$ cat src/rtl/reflex_pkg.sv
// Shared definitions for the reaction-timer game round and its display/score consumers.
package reflex_pkg;

   typedef enum logic [1:0] {
      ST_IDLE = 2'd0,
      ST_WAIT = 2'd1,
      ST_GO   = 2'd2
   } state_t;

   localparam int RND_W                = 12;
   localparam int RES_W                = 14;
   localparam int TICK_DIV_DEFAULT     = 100000;
   localparam int MIN_DELAY_MS_DEFAULT = 1000;
   localparam int TIMEOUT_MS_DEFAULT   = 9999;

endpackage

$ cat src/rtl/reaction_timer_ms_tick_gen.sv
// Millisecond strobe: one-cycle tick every TICK_DIV clocks while en is high.
// Held at its reload value while en is low, so the first ms after enabling is full length.
module ms_tick_gen
   import reflex_pkg::*;
#(
   parameter int TICK_DIV = TICK_DIV_DEFAULT
) (
   input  logic clk,
   input  logic rst,
   input  logic en,
   output logic tick
);

   localparam int DIV_W = (TICK_DIV > 1) ? $clog2(TICK_DIV) : 1;
   localparam logic [DIV_W-1:0] DIV_LOAD = DIV_W'(TICK_DIV - 1);

   logic [DIV_W-1:0] div_q, div_d;

   always_comb begin
      div_d = div_q;
      if (!en || (div_q == '0)) begin
         div_d = DIV_LOAD;
      end else begin
         div_d = div_q - 1'b1;
      end
   end

   assign tick = en && (div_q == '0);

   always_ff @(posedge clk) begin
      if (rst) begin
         div_q <= DIV_LOAD;
      end else begin
         div_q <= div_d;
      end
   end

endmodule

$ cat src/rtl/reaction_timer.sv
// Reaction-timer round controller: random wait, GO phase, reaction time in ms.
// Optional best-score tracking is built only when BEST_SCORE_EN is defined.
//
//   state   | meaning
//   --------+-------------------------------------------------------------
//   ST_IDLE | no round running; start latches rnd and begins the wait
//   ST_WAIT | random delay running; a press here is a false start
//   ST_GO   | GO LED lit; a press captures the reaction time, else timeout
module reaction_timer
   import reflex_pkg::*;
#(
   parameter int TICK_DIV     = TICK_DIV_DEFAULT,
   parameter int MIN_DELAY_MS = MIN_DELAY_MS_DEFAULT,
   parameter int TIMEOUT_MS   = TIMEOUT_MS_DEFAULT
) (
   input  logic             clk,
   input  logic             rst,
   input  logic [RND_W-1:0] rnd,
   input  logic             start,
   input  logic             btn,
   output logic             go_led,
   output logic             busy,
   output logic [RES_W-1:0] result_ms,
   output logic             result_valid,
   output logic             false_start,
   output logic             timeout,
   output logic [RES_W-1:0] best_ms
);

   localparam logic [RES_W:0]   MIN_DELAY  = (RES_W + 1)'(MIN_DELAY_MS);
   localparam logic [RES_W-1:0] TIMEOUT_C  = RES_W'(TIMEOUT_MS);

   state_t           state_q, state_d;
   logic [RES_W-1:0] ms_cnt_q, ms_cnt_d;
   logic [RES_W:0]   delay_q, delay_d;
   logic [RES_W-1:0] result_q, result_d;
   logic             result_valid_q, result_valid_d;
   logic             false_start_q, false_start_d;
   logic             timeout_q, timeout_d;
   logic             go_led_q, go_led_d;
   logic             busy_q, busy_d;
   logic             btn_q;
   logic             press;
   logic             tick;

   ms_tick_gen #(.TICK_DIV(TICK_DIV)) u_tick (
      .clk  (clk),
      .rst  (rst),
      .en   (busy_q),
      .tick (tick)
   );

   assign press = btn & ~btn_q;

   always_comb begin
      state_d        = state_q;
      ms_cnt_d       = ms_cnt_q;
      delay_d        = delay_q;
      result_d       = result_q;
      result_valid_d = 1'b0;
      false_start_d  = false_start_q;
      timeout_d      = timeout_q;
      case (state_q)
         ST_IDLE: begin
            if (start) begin
               state_d       = ST_WAIT;
               delay_d       = MIN_DELAY + (RES_W + 1)'(rnd);
               ms_cnt_d      = '0;
               false_start_d = 1'b0;
               timeout_d     = 1'b0;
            end
         end
         ST_WAIT: begin
            if (press) begin
               state_d       = ST_IDLE;
               false_start_d = 1'b1;
            end else if (tick) begin
               if ({1'b0, ms_cnt_q} == (delay_q - 1'b1)) begin
                  state_d  = ST_GO;
                  ms_cnt_d = '0;
               end else begin
                  ms_cnt_d = ms_cnt_q + 1'b1;
               end
            end
         end
         ST_GO: begin
            // A press beats a same-cycle tick so the count shown is what the player saw.
            if (press) begin
               state_d        = ST_IDLE;
               result_d       = ms_cnt_q;
               result_valid_d = 1'b1;
            end else if (tick) begin
               if (ms_cnt_q == TIMEOUT_C) begin
                  state_d   = ST_IDLE;
                  timeout_d = 1'b1;
               end else begin
                  ms_cnt_d = ms_cnt_q + 1'b1;
               end
            end
         end
         default: state_d = ST_IDLE;
      endcase
      go_led_d = (state_d == ST_GO);
      busy_d   = (state_d == ST_WAIT) || (state_d == ST_GO);
   end

   always_ff @(posedge clk) begin
      if (rst) begin
         state_q        <= ST_IDLE;
         ms_cnt_q       <= '0;
         delay_q        <= '0;
         result_q       <= '0;
         result_valid_q <= 1'b0;
         false_start_q  <= 1'b0;
         timeout_q      <= 1'b0;
         go_led_q       <= 1'b0;
         busy_q         <= 1'b0;
         btn_q          <= 1'b0;
      end else begin
         state_q        <= state_d;
         ms_cnt_q       <= ms_cnt_d;
         delay_q        <= delay_d;
         result_q       <= result_d;
         result_valid_q <= result_valid_d;
         false_start_q  <= false_start_d;
         timeout_q      <= timeout_d;
         go_led_q       <= go_led_d;
         busy_q         <= busy_d;
         btn_q          <= btn;
      end
   end

`ifdef BEST_SCORE_EN
   logic [RES_W-1:0] best_q, best_d;

   always_comb begin
      best_d = best_q;
      if (result_valid_d && (result_d < best_q)) begin
         best_d = result_d;
      end
   end

   always_ff @(posedge clk) begin
      if (rst) begin
         best_q <= '1;
      end else begin
         best_q <= best_d;
      end
   end

   assign best_ms = best_q;
`else
   assign best_ms = '1;
`endif

   assign go_led       = go_led_q;
   assign busy         = busy_q;
   assign result_ms    = result_q;
   assign result_valid = result_valid_q;
   assign false_start  = false_start_q;
   assign timeout      = timeout_q;

endmodule
$ cat config.mk
export PLATFORM = sky130hd
export DESIGN_NAME = reaction_timer
export DESIGN_NICKNAME = d
export VERILOG_FILES = /design/src/rtl/reflex_pkg.sv /design/src/rtl/reaction_timer_ms_tick_gen.sv /design/src/rtl/reaction_timer.sv
export SDC_FILE = /design/constraint.sdc
export NUM_CORES = 1
export LEC_CHECK = 0
export CORE_ASPECT_RATIO = 0.8
export CORE_UTILIZATION = 55
export DETAILED_ROUTE_END_ITERATION = 6
export HOLD_SLACK_MARGIN = 0.02
export PLACE_DENSITY = 0.87
export SETUP_SLACK_MARGIN = 0.2
export SYNTH_ARGS = -nofsm -noshare
export SYNTH_HDL_FRONTEND = slang
export SYNTH_HIERARCHICAL = 1
export SYNTH_SLANG_ARGS = --single-unit
$ cat constraint.sdc
create_clock -name clk -period 3.2 [get_ports clk]
set_input_delay 0.48 -clock clk [delete_from_list [all_inputs] [get_ports clk]]
set_output_delay 0.48 -clock clk [all_outputs]
set_load 0.02 [all_outputs]
==> results.json <==
{
  "finalPower_mw": 2.00,
  "vias_per_cell": 5.71,
  "final_area_um2": 4320,
  "final_util_pct": 67.1,
  "synth_xor_area_share_pct": 7.36,
  "yosysSeqAreaShare_pct": 35.8,
  "synthMuxAreaShare_pct": 0.271,
  "grtUsageTotal_pct": 25.9,
  "final_cell_mix": "dfxtp_1 (64), nand2_1 (63), a21oi_1 (35)",
  "crit_required_ns": 3.47,
  "diodes": 0,
  "fin_setup_tns_ns": 0,
  "slowest_stage": "nor2_1",
  "initial_core_util_pct": 57.3,
  "synth_warnings": 6,
  "multi_input_area_um2": 2140,
  "pin_count": 49,
  "clk_pin_slew_ns": 0.08,
  "portBuffers": 34,
  "fin_crit_sh_pct": 87.9,
  "dpl.hpwl_mm": 6.15,
  "worst_slack_ns": 0.389,
  "syn2layout_area_growth_pct": 17.1,
  "drv_cap": 0,
  "finalHoldViolations": 0,
  "max_freq_mhz": 356,
  "startpoint_type": "flop",
  "power.share.clock_pct": 40.9,
  "die_h_um": 75.2,
  "die_w_um": 93.6,
  "cts-buffers-inserted": 9,
  "dieArea_um2": 7040,
  "max_stage_delay_ns": 0.89,
  "clkSinkCount": 66,
  "row_count": 26,
  "synth_top_flop_cell": "dfxtp_1",
  "leakagePower_nw": 1.50,
  "synthAdderAreaFrac_pct": 3.05,
  "outcome": "completed",
  "register_area_um2": 1320,
  "critical_path_arrival_ns": 3.08,
  "num-fill-cells": 520,
  "tightest_slew_ns": 1.14,
  "seq_power_share_pct": 43.6,
  "drive_gt1_share_pct": 11.5,
  "antenna_found_initial": 0,
  "slew_headroom_pct": 23.4,
  "crit_path_cell_trace": "ha_1, nand3_1, nand2b_1, nor2_1, o21ai_0, and3_1, nor2_1, a21oi_1, o22ai_1",
  "p_comb_share_pct": 15.5,
  "grt_pass1_vias": 3118,
  "vdd_drop_max_uv": 313,
  "power_switching_uw": 559,
  "wl_per_cell_um": 15.0,
  "holdPathEnd": "u_tick/div_q[0]$_SDFF_PP1_",
  "clk_latency_ns": 0.36,
  "rsz0062_at_grt": "no",
  "hold_slack_ns": 0.413,
  "yosys.area_share.simple_pct": 27.4,
  "synth_compound_area_share_pct": 17.6,
  "min_path_type": "flop to flop",
  "fin_crit_ns": 2.81,
  "timing.rr.end": "ms_cnt_q[11]$_SDFFE_PP0P_",
  "worst-path-max-fanout": 13,
  "vias": 3316,
  "nets": 517,
  "worst-r2r-cell-count": 9,
  "finalSetupViolCount": 0,
  "overflow": 0,
  "cts-root-buf": "clkbuf_8",
  "tritoncts": "yes",
  "holdPathStages": 1,
  "ys_async_sr_fraction_pct": 0,
  "place_ws_ns": 0.329,
  "crit_top_cell": "nor2_1",
  "swShare_pct": 28.0,
  "gp_congestion": 0.858,
  "ys_ff_latch": 66,
  "crit_type": "flop to flop",
  "r2r_setup_slack_ns": 0.39,
  "drt_iter0_markers": 260,
  "grt_max_degree": 20,
  "antenna_left": 0,
  "syn_area_um2": 3690,
  "cellPowerDensity_nw_per_um2": 463,
  "reg2reg_from": "ms_cnt_q[0]$_SDFFE_PP0P_",
  "grt_pass1_wl_mm": 14.2,
  "cp_num_buf_inv": 0,
  "dpl_cell_area_um2": 4020,
  "avgSynthCellArea_um2": 8.05,
  "coreArea_um2": 6440,
  "cp-end-kind": "flop",
  "synth_top_family_by_area": "simple AND/OR/NAND/NOR gates",
  "cts_buffer_depth": 2,
  "worstHoldStart": "u_tick/div_q[0]$_SDFF_PP1_",
  "skew_ns": 0.0109,
  "synth_cell_types": 63,
  "first_pass_iters": 4,
  "syn_inst": 458,
  "drc_errors": 0,
  "cpLargestDelayFamily": "simple AND/OR/NAND/NOR gates",
  "synth_edf_count": 0,
  "routed_wl_mm": 8.69,
  "drv_slew": 0,
  "fin_cells": 581,
  "placed_cells": 560,
  "p_int_mw": 1.44,
  "final_common_cell": "dfxtp_1",
  "h-tree-depth": 3
}
## synth_stat cells (3+ instances only)
library cell / count / area (um2)
a211oi_1: 7 / 52.6
a21oi_1: 35 / 175
a21oi_2: 8 / 70.1
a31oi_1: 5 / 31.3
and2_1: 3 / 18.8
buf_1: 3 / 11.3
buf_4: 17 / 128
buf_6: 3 / 33.8
clkbuf_1: 13 / 48.8
dfxtp_1: 66 / 1320
ha_1: 9 / 113
inv_1: 21 / 78.8
nand2_1: 63 / 236
nand2b_1: 5 / 31.3
nand3_1: 18 / 90.1
nand4_1: 11 / 68.8
nor2_1: 33 / 124
nor2b_1: 9 / 56.3
nor3_1: 14 / 70.1
nor4_1: 6 / 37.5
o21ai_0: 9 / 45.0
o22ai_1: 11 / 68.8
or3_1: 9 / 56.3
xnor2_1: 15 / 131
xor2_1: 16 / 140
## layer usage
layer  vias to the layer above  track usage (%)  wire (um)
met2                        90             43.3       4180
met5                         -                0          0
met4                         0             9.74        147
met1                      1556             32.6       3920
li1                       1653                -          -
met3                        17             7.07        446
## worst max-delay path by stage
stage,start,end,slack [ns],cells past startpoint
final,ms_cnt_q[0]$_SDFFE_PP0P_,ms_cnt_q[11]$_SDFFE_PP0P_,0.39,9
after global routing,ms_cnt_q[5]$_SDFFE_PP0P_,ms_cnt_q[11]$_SDFFE_PP0P_,0.16,8
after CTS,u_tick/div_q[8]$_SDFF_PP0_,busy$_SDFF_PP0_,0.25,10
after detailed placement,delay_q[0]$_SDFFE_PP0P_,busy$_SDFF_PP0_,0.33,12
after global placement,delay_q[0]$_SDFFE_PP0P_,busy$_SDFF_PP0_,0.35,12
after floorplan,u_tick/div_q[0]$_SDFF_PP1_,ms_cnt_q[11]$_SDFFE_PP0P_,0.66,13
## sequential cells by signal, indices dropped and copies added, names as in the netlist, 2 cells and up
signal,count
delay_q,13
ms_cnt_q,14
result_ms,14
state_q,2
u_tick/div_q,17
## logic make-up after synthesis
family	count (synthesis)
buf+inv	59
flops	66
mux	1
xor+xnor	31
compound gates	97
other cells	1
fa+ha+maj	9
simple gates	194
## power by group through the flow
| stage | clock network (mW) | registers, mW | logic [mW] |
|---|---|---|---|
| 2_1_floorplan | 0 | 0.882 | 0.245 |
| 3_3_place_gp | 0 | 0.888 | 0.289 |
| 3_5_place_dp | 0 | 0.889 | 0.297 |
| 4_1_cts | 0.828 | 0.870 | 0.299 |
| 5_1_grt | 0.863 | 0.876 | 0.339 |
| 6_report | 0.818 | 0.872 | 0.310 |
## layout make-up
class | count | share of cell area, %
Inverter | 21 | 1.83
Clock buffer | 10 | 3.19
Timing Repair Buffer | 47 | 10.1
Multi-Input combinational cell | 347 | 49.6
Sequential cell | 66 | 30.6
Clock inverter | 6 | 2.20
Tap cell | 84 | 2.43
## timing repair
action / 4_1_cts / 5_1_grt
gates resized for setup: 0 / 5
endpoints found under the setup margin: 0 / 15
hold buffers: 0 / 0
buffers inserted: 0 / 4
(Power assumes the default switching activity.)
